$ cat src/rtl/id_ex_pkg.sv
// Shared types and defaults for the ID/EX pipeline register stage.
package id_ex_pkg;

    localparam int XLEN_DEF       = 32;
    localparam int ALU_CTRL_W_DEF = 4;

    // Field order matches the flat packing used inside id_ex_stage.
    typedef struct packed {
        logic                      load;
        logic                      store;
        logic                      next_sel;
        logic                      branch_result;
        logic [ALU_CTRL_W_DEF-1:0] alu_control;
        logic [1:0]                mem_to_reg;
        logic [XLEN_DEF-1:0]       opa;
        logic [XLEN_DEF-1:0]       opb;
        logic [XLEN_DEF-1:0]       opb_data;
    } payload_t;

    function automatic int payload_w(input int xlen, input int alu_ctrl_w);
        return 4 + alu_ctrl_w + 2 + 3 * xlen;
    endfunction

endpackage

$ cat src/rtl/pipe_slot.sv
// One pipeline slot: payload register plus valid bit. load wins over clear;
// clearing only drops the valid bit so the payload keeps its last value.
module pipe_slot #(
    parameter int W = 8
) (
    input  logic         clk,
    input  logic         rst,
    input  logic         load,
    input  logic         clear,
    input  logic [W-1:0] d,
    output logic [W-1:0] q,
    output logic         valid
);

    always_ff @(posedge clk or posedge rst) begin
        if (rst) begin
            q     <= '0;
            valid <= 1'b0;
        end else if (load) begin
            q     <= d;
            valid <= 1'b1;
        end else if (clear) begin
            valid <= 1'b0;
        end
    end

endmodule

$ cat src/rtl/id_ex_stage.sv
// ID/EX pipeline register with valid/ready handshake and flush.
// Define ID_EX_SKID_EN for a main+skid slot pair with registered in_ready.
module id_ex_stage
    import id_ex_pkg::*;
#(
    parameter int XLEN       = XLEN_DEF,
    parameter int ALU_CTRL_W = ALU_CTRL_W_DEF
) (
    input  logic                  clk,
    input  logic                  rst,
    input  logic                  flush,
    input  logic                  in_valid,
    output logic                  in_ready,
    input  logic                  load_in,
    input  logic                  store_in,
    input  logic                  next_sel_in,
    input  logic                  branch_result_in,
    input  logic [ALU_CTRL_W-1:0] alu_control_in,
    input  logic [1:0]            mem_to_reg_in,
    input  logic [XLEN-1:0]       opa_in,
    input  logic [XLEN-1:0]       opb_in,
    input  logic [XLEN-1:0]       opb_data_in,
    output logic                  out_valid,
    input  logic                  out_ready,
    output logic                  load,
    output logic                  store,
    output logic                  next_sel,
    output logic                  branch_result,
    output logic [ALU_CTRL_W-1:0] alu_control,
    output logic [1:0]            mem_to_reg,
    output logic [XLEN-1:0]       opa_out,
    output logic [XLEN-1:0]       opb_out,
    output logic [XLEN-1:0]       opb_data_out
);

    localparam int PW = payload_w(XLEN, ALU_CTRL_W);

    logic [PW-1:0] in_d, main_d;
    logic          main_v;
    logic          accept, xfer;
    logic          ld_q, st_q, ns_q, br_q;

    assign in_d = {load_in, store_in, next_sel_in, branch_result_in,
                   alu_control_in, mem_to_reg_in, opa_in, opb_in, opb_data_in};

    assign accept    = in_valid && in_ready;
    assign xfer      = main_v && out_ready;
    assign out_valid = main_v;

`ifdef ID_EX_SKID_EN
    logic [PW-1:0] skid_d, main_din;
    logic          skid_v, main_free, main_load, skid_load;

    // skid_v is a flop, so in_ready never depends combinationally on out_ready.
    assign in_ready  = !skid_v;
    assign main_free = !main_v || out_ready;
    assign main_load = !flush && main_free && (skid_v || accept);
    assign main_din  = skid_v ? skid_d : in_d;
    assign skid_load = !flush && accept && main_v && !out_ready;

    pipe_slot #(.W(PW)) u_main (
        .clk   (clk),
        .rst   (rst),
        .load  (main_load),
        .clear (flush || xfer),
        .d     (main_din),
        .q     (main_d),
        .valid (main_v)
    );

    pipe_slot #(.W(PW)) u_skid (
        .clk   (clk),
        .rst   (rst),
        .load  (skid_load),
        .clear (flush || xfer),
        .d     (in_d),
        .q     (skid_d),
        .valid (skid_v)
    );
`else
    assign in_ready = !main_v || out_ready;

    pipe_slot #(.W(PW)) u_main (
        .clk   (clk),
        .rst   (rst),
        .load  (accept && !flush),
        .clear (flush || xfer),
        .d     (in_d),
        .q     (main_d),
        .valid (main_v)
    );
`endif

    assign {ld_q, st_q, ns_q, br_q, alu_control, mem_to_reg,
            opa_out, opb_out, opb_data_out} = main_d;

    // Control bits read as a bubble whenever the stage is empty.
    assign load          = ld_q && main_v;
    assign store         = st_q && main_v;
    assign next_sel      = ns_q && main_v;
    assign branch_result = br_q && main_v;

endmodule

$ cat config.mk
export PLATFORM = sky130hd
export DESIGN_NAME = id_ex_stage
export DESIGN_NICKNAME = d
export VERILOG_FILES = /design/src/rtl/id_ex_pkg.sv /design/src/rtl/pipe_slot.sv /design/src/rtl/id_ex_stage.sv
export SDC_FILE = /design/constraint.sdc
export NUM_CORES = 1
export LEC_CHECK = 0
export CAP_MARGIN = 5
export CORE_ASPECT_RATIO = 2
export CORE_MARGIN = 5
export CORE_UTILIZATION = 37
export DETAILED_ROUTE_END_ITERATION = 6
export PLACE_DENSITY_LB_ADDON = 0.2
export SYNTH_ARGS = -nofsm -noshare
export SYNTH_HDL_FRONTEND = slang
export SYNTH_HIERARCHICAL = 1
export SYNTH_SLANG_ARGS = --single-unit
$ cat constraint.sdc
create_clock -name clk -period 3.6 [get_ports clk]
set_input_delay 0.54 -clock clk [delete_from_list [all_inputs] [get_ports clk]]
set_output_delay 0.54 -clock clk [all_outputs]
set_load 0.01 [all_outputs]
==> results.env <==
POST_SYNTHESIS_SHARE_OF_CELL_AREA_SPENT_ON_FULL_ADDERS_HALF_ADDERS_AND_MAJORITY_GATES=0
SYN_AREA_PER_CELL_SQ_UM=17.63
MAXCAPVIOLATIONS=0
PLACEDCELLCOUNT=583
SYNTH_XOR_AREA_FRAC=0
SLEW_VIOL_FINAL=0
CLOCK_TREE.HTREE_LEVEL_COUNT=3
MAXIMUM_NUMBER_OF_PINS_ON_ONE_NET_BEFORE_GLOBAL_ROUTE_REPAIR=108
FINALSETUPVIOLATIONS=0
SYNTH_TOP_AREA_CELL='sky130_fd_sc_hd__dfrtp_1'
YOSYSWARNINGCOUNT=6
ROUTE.DETAILED.DRC=0
MIN_PATH_TYPE='reg -> reg'
PLACEMENT.CELL_AREA_SQ_UM=6455
PATH_MAX_FANOUT=2
SYNTH-EDFF-COUNT=0
WORST_SETUP_HOLD_PATH_CLK_SLEW_NS=0.07
SYNTH.CELLS.MOST_FREQUENT='107 x sky130_fd_sc_hd__dfrtp_1, 77 x sky130_fd_sc_hd__mux2_2, 29 x sky130_fd_sc_hd__mux2_4'
CTS-ROOT-BUF='sky130_fd_sc_hd__clkbuf_16'
MAXIMUM_BUFFER_DEPTH_OF_THE_CLOCK_TREE=2
DETAIL_ROUTE.VIAS_PER_CELL=4.606
WORSTPATHREQUIRED_NS=3.06
ARR_TIME_CRIT_PATH_NS=1.67
CLK_LATENCY_NS=0.33
SYNTH-SEQ-AREA-SHARE=0.6463
BUFFER_PORTS.INSERTED=218
INSTANCES_NO_FILL=599
VIA_COUNT=2759
ASYNC_RESET_FF_FRAC=1.000
SYNTH_FP_NETS=346
SYNTH.CELL_AREA_SQ_UM=4143
GR_USAGE_TOTAL=0.1670
DR.FIRST_ITER.DRC_COUNT=90
SYNTHESIS.INSTANCES=235
LAYOUT_MIN_CYCLE_TIME_NS=2.209
PLACE.DETAILED.HPWL_MM=8.561
YOSYS.AREA_SHARE.SIMPLE=0.01148
FIN_WORST_SKEW_NS=0.006326
SETUP.WORST_PATH.END_CLASS='primary output'
PERIOD_SHARE=0.6136
COUNT_OF_ENDPOINTS_FAILING_HOLD_IN_THE_FINAL_TIMING_REPORT=0
YOSYS-TOP-CELLS-AREA='sky130_fd_sc_hd__dfrtp_1 65%, sky130_fd_sc_hd__mux2_2 21%, sky130_fd_sc_hd__mux2_4 11%'
GRT_FIRST_PASS_WIRELENGTH_MM=17.55
SYNTH_UNIQUE_CELLS=11
SYNTH_MUX_AREA_FRAC=0.3144
CRITPATHKIND='in -> out'
DESIGN.PORTCOUNT=219
FINALINSTANCEAREA_SQ_UM=6744
P_LEAK_uW=0.002813
ROUTED_WIRE_LENGTH_PER_INSTANCE_MICRONS=18.72
INITIAL_UTILIZATION=0.3785
MAX_CLOCK_FREQ_GHz=0.4527
ROUTE.ANTENNA.REMAINING_NETS=0
FILL_CELLS=906
CELLS_RESIZED_BY_POST_CTS_REPAIR=0
SYNTH_TOP_FAMILY_BY_AREA='multiplexers'
WORST_IR_DROP_VDD_uV=435.2
YOSYS_REG_BITS=107
CORE_AREA_SQ_UM=10950
CRITPATHLAUNCHTYPE='input port'
FP.DIEH_MICRONS=159.6
POST_CTS_HOLD_BUFFER_COUNT=0
NUM_ROWS=54
CTS_POST_SETUP_BUFFERS_INSERTED=0
POSTLAYOUTCOREUTIL=0.6161
OUTCOME='finished clean'
DR.PASS1.ITERS=4
FINALNETCOUNT=565
PLACE.GP.CONGESTION=0.7874
DIODES=0
FIRST_GLOBAL_VIAS=3188
SETUP_REPAIR_AFTER_GLOBAL_ROUTING_MISSED_ITS_MARGIN='false'
POSTSYNTH.TOPFLOPCELL='sky130_fd_sc_hd__dfrtp_1'
FLOORPLAN.DIE.WIDTH_MICRONS=84.82
SLEW-LIMIT-HEADROOM=0.5471
POWER-PER-CELL-AREA_nW_PER_UM2=521.4
SYNTH-COMPOUND-AREA-SHARE=0.003926
CTS_TREE='yes'
DRIVE_ABOVE_1_SHARE=0.2876
TRITONCTS.NUM_BUFFERS=9
DRT-TOTAL-WL_MM=11.22
GRT_REMAINING_OVERFLOW=0
YOSYS.CELL_COUNT.TOP_TYPE='sky130_fd_sc_hd__dfrtp_1'
WORST_HOLD_SLACK_NS=0.5045
TRITONCTS_NUM_SINKS=107
FINAL_TNS_SETUP_NS=0
FLOW.AREA_GROWTH_FROM_SYNTHESIS_PCT=62.79
GRT_ANTENNA_BEFORE_REPAIR=0
TIGHTEST_SLEW_NS=0.6793
SYNTH_TOP_AREA_FRAC=0.6463
DIE_AREA_SQ_UM=13540
-- power breakdown --
| part | switching (uW) | internal, uW | leakage (uW) |
|---|---|---|---|
| registers | 113 | 1420 | 0.00126 |
| logic | 355 | 689 | 0.00141 |
| clock network | 442 | 496 | 0.000141 |
| total | 910 | 2610 | 0.00281 |
-- through the flow --
| stage | total power (uW) | setup slack, ns |
|---|---|---|
| 2_1_floorplan | 1962 | 0.2428 |
| 3_3_place_gp | 2593 | 1.206 |
| 3_5_place_dp | 2620 | 1.183 |
| 6_report | 3517 | 1.391 |
| 5_1_grt | 3697 | 1.356 |
| 4_1_cts | 3577 | 1.381 |
-- cells by family (layout without fill, tap and decap cells) --
logic type,count (synthesis),after routing
compound gates,2,2
flops,107,107
mux,106,106
buf+inv,14,238
simple gates,6,6
-- layer usage --
| layer | track usage | up-vias | share of wire |
|---|---|---|---|
| li1 | - | 1261 | - |
| met1 | 0.1718 | 1356 | 0.34 |
| met2 | 0.3048 | 119 | 0.56 |
| met3 | 0.04384 | 23 | 0.065 |
| met4 | 0.08213 | 0 | 0.040 |
| met5 | 0 | - | 0 |
-- cells in the final DEF (no fill, tap or decap), types with 2 or more instances in the layout --
cell type / instances
sky130_fd_sc_hd__clkdlybuf4s50_1: 218
sky130_fd_sc_hd__dfrtp_1: 107
sky130_fd_sc_hd__mux2_2: 77
sky130_fd_sc_hd__mux2_4: 29
sky130_fd_sc_hd__clkbuf_16: 9
sky130_fd_sc_hd__and2_2: 4
sky130_fd_sc_hd__clkinv_4: 3
sky130_fd_sc_hd__buf_12: 2
-- worst max-delay path: stages --
cell and delay [ns]:
sky130_fd_sc_hd__clkdlybuf4s50_1 0.47, sky130_fd_sc_hd__nand2b_2 0.12, sky130_fd_sc_hd__clkdlybuf4s50_1 0.54
-- area by class of cell --
type | instances | area [sq um] | area share
clock buffers | 10 | 239.0 | 0.03544
clock inverters | 6 | 50.05 | 0.007421
inverters | 2 | 10.01 | 0.001484
multi-input cells | 114 | 1370 | 0.2032
flip-flops and latches | 107 | 2678 | 0.3970
well taps | 140 | 175.2 | 0.02597
repair buffers | 220 | 2222 | 0.3295
-- registers in the layout, indices dropped and copies added, names as in the netlist --
signal,flops
u_main/q,106
u_main/valid,1
-- path summary, 6_finish.rpt --
kind,from,end,slack (ns),cells after the start
min,u_main/q[102],u_main/q[102],0.50,1
max,out_ready,in_ready,1.39,3
min in group asynchronous,rst,u_main/q[56],0.62,2
max reg2reg,u_main/valid,u_main/q[79],1.71,4
max in group asynchronous,rst,u_main/q[102],2.22,3
min reg2reg,u_main/q[102],u_main/q[102],0.50,1
Note: power is estimated with default switching activity, not from simulation.
